**src/rtl/mdu_hilo_pkg.sv**
```systemverilog
// +----------------------------------------------------------------------------+
// | mdu_hilo_pkg                                                               |
// | Shared encodings and constants for the HI/LO multiply/divide unit.         |
// | Contents: operation codes, FSM state encoding, iteration count,            |
// |           divide-by-zero quotient value, magnitude helper.                 |
// | Revision: 1.0                                                              |
// +----------------------------------------------------------------------------+
`default_nettype none

package mdu_hilo_pkg;

  // One iteration per operand bit.
  localparam int MDU_ITER = 32;

  // Quotient reported for any divide with a zero divisor.
  localparam logic [31:0] DIV0_LO = 32'hFFFF_FFFF;

  typedef enum logic [1:0] {
    OP_MULT  = 2'b00,
    OP_MULTU = 2'b01,
    OP_DIV   = 2'b10,
    OP_DIVU  = 2'b11
  } op_e;

  typedef enum logic [1:0] {
    ST_IDLE = 2'd0,
    ST_RUN  = 2'd1,
    ST_FIX  = 2'd2
  } state_e;

  // Two's-complement magnitude of a 32-bit value when neg is set.
  function automatic logic [31:0] mag32(input logic [31:0] v, input logic neg);
    return neg ? (~v + 32'd1) : v;
  endfunction

endpackage

`default_nettype wire

```
**src/rtl/mdu_sign_fix.sv**
```systemverilog
// +----------------------------------------------------------------------------+
// | mdu_sign_fix                                                               |
// | Combinational sign correction for magnitude results.                       |
// | Multiply: whole 64-bit product negated when neg_lo is set.                 |
// | Divide:   LO (quotient) negated by neg_lo, HI (remainder) by neg_hi.       |
// | Ports: raw [63:0] in, is_div in, neg_lo in, neg_hi in, fixed [63:0] out.   |
// | Revision: 1.0                                                              |
// +----------------------------------------------------------------------------+
`default_nettype none

module mdu_sign_fix (
  input  logic [63:0] raw,
  input  logic        is_div,
  input  logic        neg_lo,
  input  logic        neg_hi,
  output logic [63:0] fixed
);

  always_comb begin
    fixed = raw;
    if (is_div) begin
      fixed[31:0]  = neg_lo ? (~raw[31:0]  + 32'd1) : raw[31:0];
      fixed[63:32] = neg_hi ? (~raw[63:32] + 32'd1) : raw[63:32];
    end else if (neg_lo) begin
      fixed = ~raw + 64'd1;
    end
  end

endmodule

`default_nettype wire

```
**src/rtl/mdu_hilo.sv**
```systemverilog
// +----------------------------------------------------------------------------+
// | mdu_hilo                                                                   |
// | Iterative MULT/MULTU/DIV/DIVU unit owning the architectural HI/LO regs.    |
// | Ports: clk, rst (sync, active high), start, op[1:0], R_data_1/R_data_2     |
// |        operands, w_hi/w_lo/W_data direct writes, HI/LO results,            |
// |        busy (not IDLE), done (one-cycle result pulse).                     |
// | Revision: 1.0                                                              |
// +----------------------------------------------------------------------------+
`default_nettype none

module mdu_hilo
  import mdu_hilo_pkg::*;
#(
  parameter int ITER = MDU_ITER
) (
  input  logic        clk,
  input  logic        rst,
  input  logic        start,
  input  logic [1:0]  op,
  input  logic [31:0] R_data_1,
  input  logic [31:0] R_data_2,
  input  logic        w_hi,
  input  logic        w_lo,
  input  logic [31:0] W_data,
  output logic [31:0] HI,
  output logic [31:0] LO,
  output logic        busy,
  output logic        done
);

  state_e      state, state_nx;
  logic [5:0]  cnt;
  logic        is_div, sign_a, sign_b, b_zero;
  // Multiply: opnd = |A| (addend), acc low half starts as |B| (multiplier).
  // Divide:   opnd = |B| (divisor), acc low half starts as |A| (dividend).
  logic [31:0] opnd;
  logic [63:0] acc;

  logic        in_signed, in_div;
  logic        in_sa, in_sb;
  logic [32:0] mul_sum;
  logic [32:0] div_rem, div_diff;
  logic [63:0] acc_step;
  logic [63:0] fixed;

  // ---------------- FSM: state register ----------------
  always_ff @(posedge clk) begin
    if (rst) state <= ST_IDLE;
    else     state <= state_nx;
  end

  // ---------------- FSM: next state ----------------
  always_comb begin
    state_nx = state;
    case (state)
      ST_IDLE: if (start) state_nx = ST_RUN;
      ST_RUN:  if (cnt == 6'(ITER - 1)) state_nx = ST_FIX;
      ST_FIX:  state_nx = ST_IDLE;
      default: state_nx = ST_IDLE;
    endcase
  end

  // ---------------- FSM: outputs ----------------
  always_comb begin
    busy = (state != ST_IDLE);
  end

  // ---------------- Operand decode ----------------
  always_comb begin
    in_signed = (op == OP_MULT) || (op == OP_DIV);
    in_div    = (op == OP_DIV)  || (op == OP_DIVU);
    in_sa     = in_signed & R_data_1[31];
    in_sb     = in_signed & R_data_2[31];
  end

  // ---------------- One iteration ----------------
  always_comb begin
    // Shift-add: add multiplicand into the upper half when the current
    // multiplier bit is set, then shift the whole accumulator right.
    mul_sum  = {1'b0, acc[63:32]} + {1'b0, (acc[0] ? opnd : 32'd0)};
    // Restoring divide: shift remainder:dividend left, trial-subtract the
    // divisor, keep the difference only when it did not go negative.
    div_rem  = acc[63:31];
    div_diff = div_rem - {1'b0, opnd};
    if (is_div) begin
      if (div_diff[32]) acc_step = {div_rem[31:0],  acc[30:0], 1'b0};
      else              acc_step = {div_diff[31:0], acc[30:0], 1'b1};
    end else begin
      acc_step = {mul_sum, acc[31:1]};
    end
  end

  mdu_sign_fix u_sign_fix (
    .raw    (acc),
    .is_div (is_div),
    .neg_lo (sign_a ^ sign_b),
    .neg_hi (sign_a),
    .fixed  (fixed)
  );

  // ---------------- Datapath and HI/LO ----------------
  always_ff @(posedge clk) begin
    if (rst) begin
      cnt    <= 6'd0;
      is_div <= 1'b0;
      sign_a <= 1'b0;
      sign_b <= 1'b0;
      b_zero <= 1'b0;
      opnd   <= 32'd0;
      acc    <= 64'd0;
      HI     <= 32'd0;
      LO     <= 32'd0;
      done   <= 1'b0;
    end else begin
      done <= 1'b0;
      case (state)
        ST_IDLE: begin
          if (start) begin
            // start takes priority; any same-cycle MTHI/MTLO is dropped.
            cnt    <= 6'd0;
            is_div <= in_div;
            sign_a <= in_sa;
            sign_b <= in_sb;
            b_zero <= in_div && (R_data_2 == 32'd0);
            if (in_div) begin
              opnd <= mag32(R_data_2, in_sb);
              acc  <= {32'd0, mag32(R_data_1, in_sa)};
            end else begin
              opnd <= mag32(R_data_1, in_sa);
              acc  <= {32'd0, mag32(R_data_2, in_sb)};
            end
          end else begin
            if (w_hi) HI <= W_data;
            if (w_lo) LO <= W_data;
          end
        end
        ST_RUN: begin
          acc <= acc_step;
          cnt <= cnt + 6'd1;
        end
        ST_FIX: begin
          // With a zero divisor the remainder path already reproduces A
          // (|A| re-signed by sA); only the quotient needs overriding.
          HI   <= fixed[63:32];
          LO   <= b_zero ? DIV0_LO : fixed[31:0];
          done <= 1'b1;
        end
        default: ;
      endcase
    end
  end

endmodule

`default_nettype wire

```
**config.mk**
```make
export PLATFORM = sky130hd
export DESIGN_NAME = mdu_hilo
export DESIGN_NICKNAME = d
export VERILOG_FILES = /design/src/rtl/mdu_hilo_pkg.sv /design/src/rtl/mdu_sign_fix.sv /design/src/rtl/mdu_hilo.sv
export SDC_FILE = /design/constraint.sdc
export NUM_CORES = 1
export LEC_CHECK = 0
export CAP_MARGIN = 20
export CORE_UTILIZATION = 64
export CTS_BUF_LIST = sky130_fd_sc_hd__clkbuf_8
export DETAILED_ROUTE_END_ITERATION = 10
export PLACE_DENSITY_LB_ADDON = 0.1
export SLEW_MARGIN = 20
export SYNTH_ARGS = -nofsm -noshare
export SYNTH_HDL_FRONTEND = slang
export SYNTH_SLANG_ARGS = --single-unit
export TNS_END_PERCENT = 5
```
**constraint.sdc**
```tcl
create_clock -name clk -period 9.81 [get_ports clk]
set_input_delay 1.962 -clock clk [delete_from_list [all_inputs] [get_ports clk]]
set_output_delay 1.962 -clock clk [all_outputs]
set_load 0.1 [all_outputs]
```
Word level (Yosys, flattened, before mapping)
Index checks and enable logic that the tools add are counted.

Flip-flop bits (word level): 173. Bits of input ports: 103. Output and inout port bits: 66.

$add $sub $neg: 8. Eq/ne operators: 10. Multiplexer cells: 26. Bitwise operators: 8. Reduce and logical (&&, ||, !) cells: 14.

Operators by type and width (number): $mux 32 (12); $mux 64 (5); $add 32x1->32 const B (4); $not 32->32 (4); $pmux 32 s2 (2); $pmux 64 s2 (1); $add 64x1->64 const B (1); $not 64->64 (1); $add 32x32->33 (1); $sub 33x32->33 (1); $logic_not 32->1 (1); $pmux 6 s2 (1); $ne 2x2->1 const B (5); $add 6x1->6 const B (1); $eq 2x2->1 const B (3); $eq 6x5->1 const B (1); $mux 6 (1); $reduce_and 2->1 (3); $reduce_and 3->1 (2); $reduce_bool 2->1 (3); $logic_not 2->1 (2); $mux 2 (2); $pmux 2 s2 (1); $and 1x1->1 (2); other kinds (5) (6).

Depth between registers and ports, before layout
Depth after elaboration: 7. Gate-level depth with buffers: 16. Mapped depth without buffers: 14.

By module
A second synthesis with hierarchy kept.

Cells, all modules: 2064. Area, all modules: 15164.5 µm².

By module, submodules not included: mdu_hilo (instances 1, cells each 1773, area an instance 13218.9 µm², seq. area each 3463.3 µm²); mdu_sign_fix (instances 1, cells each 291, area an instance 1945.6 µm², seq. area each 0.0 µm²).

Least setup slack after synthesis
No wires, ideal clock.

Path kind: in2reg. Start: in R_data_1[0]. End: reg acc[20]. Setup time: 0.095 ns. Arrival time: 4.304 ns. Required time: 9.715 ns. Path slack: 5.411 ns. Cell stages on the path: 11. Buffers on the path: 0. Cell sequence: inv_1 ha_1 nor4b_1 nand3_1 or4_1 o41ai_1 xnor2_1 nor2_1 a211oi_1 a21oi_1 a221oi_1.

Word-level cells in the longest chain between the ends: 6.

Ends and longest elaborated chain: start: declaration (RTL line mdu_hilo.sv:20) `input logic [31:0] R_data_1,`; $not 32->32 (RTL line mdu_hilo_pkg.sv:33) `return neg ? (~v + 32'd1) : v;`; $add 32x1->32 (RTL line mdu_hilo_pkg.sv:33); $mux 32 (RTL line mdu_hilo_pkg.sv:33); $mux 32 (RTL line mdu_hilo.sv:125) `if (in_div) begin`; $mux 64 (RTL line mdu_hilo.sv:118) `if (start) begin`; $pmux 64 s2 (RTL line mdu_hilo.sv:116) `case (state)`; end signal: assignment (RTL line mdu_hilo.sv:127) `acc <= {32'd0, mag32(R_data_1, in_sa)};`; end signal: assignment (RTL line mdu_hilo.sv:130) `acc <= {32'd0, mag32(R_data_2, in_sb)};`; end signal: assignment (RTL line mdu_hilo.sv:138) `acc <= acc_step;`; end: declaration (RTL line mdu_hilo.sv:37) `logic [63:0] acc;`.

No other way between the ends. The select of a mux whose other input is x is not followed. A chain may end at the register's enable or synchronous reset.

Worst setup path after layout
Ends and elaborated chain as after synthesis.

==> qor.csv <==
stage,metric,value,unit
outcome,status,finished clean,
drt,via_count,15200,
floorplan,die_w,152,um
clock_network,h-tree-depth,4,
placement,hpwl,36.8,mm
setup_path,cp-endpoint,acc[20]$_SDFFE_PP0P_,
synth,seq_area_frac_synth,24.1,%
sta,clock_skew,0.0224,ns
setup_path,arrival,5.33,ns
clock_network,cts.path.max_buffers,2,
synth,synthArstFlopShare,0,%
clock_network,clock-sinks,173,
clock_network,cts_made_buffers,17,
clock_network,cts-resized-gates,0,
synth,synth_ff_type,dfxtp_1,
setup_path,crit_type,in2reg,
placement,port-buffer-count,168,
floorplan,rows,54,
setup_path,worst_setup_path_start_kind,primary input,
drt,drcViolationCount,0,
sta,hold_viol,0,
floorplan,die_area,23000,um2
synth,syn_inst,1909,
finish,diodes,0,
setup_path,critPathCaptureType,flop,
finish,synthToLayoutAreaGrowth,14.5,%
drt,routed_via_density,6.66,
global_routing,grt_pass1_wl,73.2,mm
power,leakage,0.00637,uW
clock_network,worstSkewPairLatency,0.51,ns
synth,synth-seq-cells,173,
sta,tns,0,ns
drt,first_pass_iters,5,
placement,place.gp.congestion,0.997,
drt,routed_wl,48.9,mm
power,pwr_density_cell,130,nW/um2
global_routing,grt_pass1_vias,13400,
setup_path,r2r_cells,12,
sta,fin_crit,4.93,ns
placement,dp_cells,2248,
sta,fmax,203,MHz
global_routing,track_usage,41.6,%
finish,drive_gt1_share,4.45,%
synth,ys_warn_count,0,
setup_path,critPathRequiredTime,10.21,ns
sta,setup_viol_count_final,0,
sta,period_share,50.2,%
global_routing,antenna_found_initial,0,
synth,yosysUniqueCellTypes,83,
setup_path,r2r-end,acc[39]$_SDFFE_PP0P_,
drt,final_antenna_net_count,0,
floorplan,coreArea,21900,um2
floorplan,fp.dieH,152,um
sta,worst_pin_slew,1.07,ns
sta,finalMaxSlewViolations,0,
setup_path,reg2reg_slack,5.51,ns
global_routing,grt_max_degree,91,
clock_network,hold_buffers,0,
floorplan,start_util,65.5,%
sta,maxSlewHeadroom,28.6,%
synth,syn_nets,2083,
clock_network,clkTransAtPathRegs,0.12,ns
run,cap_viol_max_count,0,
global_routing,globalRouteOverflowTotal,0,
finish,nets,2161,
clock_network,cts_root_buf,clkbuf_8,
drt,drt_iter0_drc,1731,
finish,layoutNonFillerInstCount,2280,
synth,synth-edff-count,0,
floorplan,num_io_pins,169,
power,peakVddDrop,0.0956,mV
worst_hold_path,hold_path.class,reg2reg,
synth,synth.cell_area,14300,um2
setup_path,cp_max_fo,5,
clock_network,postCtsSetupBuffers,0,
setup_path,startpoint,R_data_1[0],
drt,avgRoutedWirePerCell,21.4,um
sta,rsz0062_at_grt,no,
synth,syn_avg_cell_area,7.51,um2
setup_path,reg2reg_from,acc[32]$_SDFFE_PP0P_,
clock_network,cts_tree,yes,
==> per-layer routing <==
| layer | vias up | track usage [%] | wire length, um |
|---|---|---|---|
| li1 | 7114 | - | - |
| met1 | 7079 | 56.0 | 20000 |
| met2 | 867 | 62.5 | 21100 |
| met3 | 133 | 8.29 | 5330 |
| met4 | 0 | 22.2 | 2380 |
| met5 | - | 0 | 0 |
==> critical path, stage by stage <==
cell             delay (ns)
clkdlybuf4s50_1        0.51
inv_1                  0.10
ha_1                   0.19
nor4b_1                0.57
nand3_1                0.20
or4_1                  0.55
o41ai_1                0.37
xnor2_1                0.19
nor2_1                 0.06
a211oi_1               0.24
a21oi_1                0.06
a221oi_1               0.30
==> metrics by stage <==
step	hold slack (ns)	utilization (%)	instance area (um2)	power, uW	setup WS (ns)
detailed placement	0.443	73.0	16000	1580	4.44
finish	0.459	75.0	16400	2140	4.88
CTS	0.458	75.0	16400	2120	4.93
floorplan	0.432	-	14300	1360	5.41
global placement	0.440	73.0	16000	1570	4.57
global route	0.479	75.0	16400	2230	4.63
==> Yosys cell counts (all sizes together), types with 5 or more instances <==
library cell	instances	area share [%]
nand2b	23	1.0
or3	13	0.61
a211oi	89	4.7
buf	31	1.1
o2111ai	5	0.31
a31oi	19	0.98
or4	9	0.52
a22oi	15	0.79
and4	5	0.31
o31ai	22	1.2
a21o	29	1.5
clkbuf	95	2.6
nor4	16	1.1
o41ai	9	0.55
o21ai	94	3.3
inv	66	1.7
o211ai	29	1.5
and2	9	0.39
nor3	54	2.0
xor2	86	5.3
nand4	12	0.52
a311oi	8	0.49
or2	5	0.22
a21boi	5	0.26
nand2	174	4.6
nor2b	16	0.70
and3	13	0.57
a221oi	7	0.43
dfxtp	173	24
o22ai	11	0.48
o21a	9	0.47
o221ai	39	2.4
nand3	16	0.56
a21oi	198	6.9
nor2	219	5.7
ha	69	6.0
xnor2	91	5.6
mux2i	75	5.2
==> cell usage in the layout, fill, tap and decap left out, types with 7 or more instances in the layout <==
cell             synthesis  routed
dfxtp_1                173     172
mux2i_1                 75      75
o41ai_1                  9       9
and3_1                  13      13
a211oi_1                88      88
o221ai_1                39      39
o22ai_1                 11      11
clkdlybuf4s50_1          0     166
o211ai_1                29      29
xor2_1                  86      86
a22oi_1                 15      15
xnor2_1                 91      91
or4_1                    7       7
nand2b_1                23      21
a21oi_1                198     198
a31oi_1                 17      17
buf_4                    4      19
and2_1                   9       9
nand2_1                173     172
a311oi_1                 8       8
o21a_1                   9       9
nand3_1                 16      16
a221oi_1                 7       7
nor2_1                 219     218
o31ai_1                 22      22
nor2b_1                 16      14
ha_1                    69      69
inv_1                   65      65
o21ai_0                 65      65
nand4_1                 12      12
o21ai_1                 29      29
a21o_1                  29      29
clkbuf_8                 2      17
or3_1                   11      11
nor3_1                  53      53
nor4_1                  11      11
==> layout make-up <==
cell class	instances	area, um2
sequential	173	3460
multi-input combinational	1543	10100
tap	280	350
fill	1754	5460
clock buffer	17	234
clock inverter	15	201
inverter	66	248
timing repair buffer	186	1810
==> power by group <==
group          switching, uW  internal [uW]
Sequential              58.6            744
Clock                    348            204
Combinational            505            284
==> flip-flops by register name, summed over array words and instances, names as in the netlist <==
signal / cells
HI: 32
LO: 32
acc: 64
b_zero: 1
cnt: 6
done: 1
is_div: 1
opnd: 32
sign_a: 1
sign_b: 1
state: 2
==> logic make-up (layout without fill, tap and decap cells) <==
logic type	after synthesis	after routing	share of synthesized area, %
AOI/OAI and AO/OA	622	622	28.4
and+or+nand+nor	596	596	19.4
muxes	77	77	5.39
xor gates and xnor gates	177	177	10.8
buffers and inverters	193	284	5.54
adders and majority gates	71	71	6.30
DFF	173	173	24.1
==> worst min path at each step <==
| stage | cells after the start | slack [ns] | startpoint | endpoint |
|---|---|---|---|---|
| 2_1_floorplan | 2 | 0.43 | opnd[17]$_SDFFE_PP0P_ | opnd[17]$_SDFFE_PP0P_ |
| 3_3_place_gp | 2 | 0.44 | LO[8]$_SDFFE_PP0P_ | LO[8]$_SDFFE_PP0P_ |
| 3_5_place_dp | 2 | 0.44 | LO[20]$_SDFFE_PP0P_ | LO[20]$_SDFFE_PP0P_ |
| 4_1_cts | 2 | 0.46 | opnd[7]$_SDFFE_PP0P_ | opnd[7]$_SDFFE_PP0P_ |
| 5_1_grt | 2 | 0.48 | opnd[22]$_SDFFE_PP0P_ | opnd[22]$_SDFFE_PP0P_ |
| 6_report | 2 | 0.46 | LO[20]$_SDFFE_PP0P_ | LO[20]$_SDFFE_PP0P_ |
(Power assumes the default switching activity.)
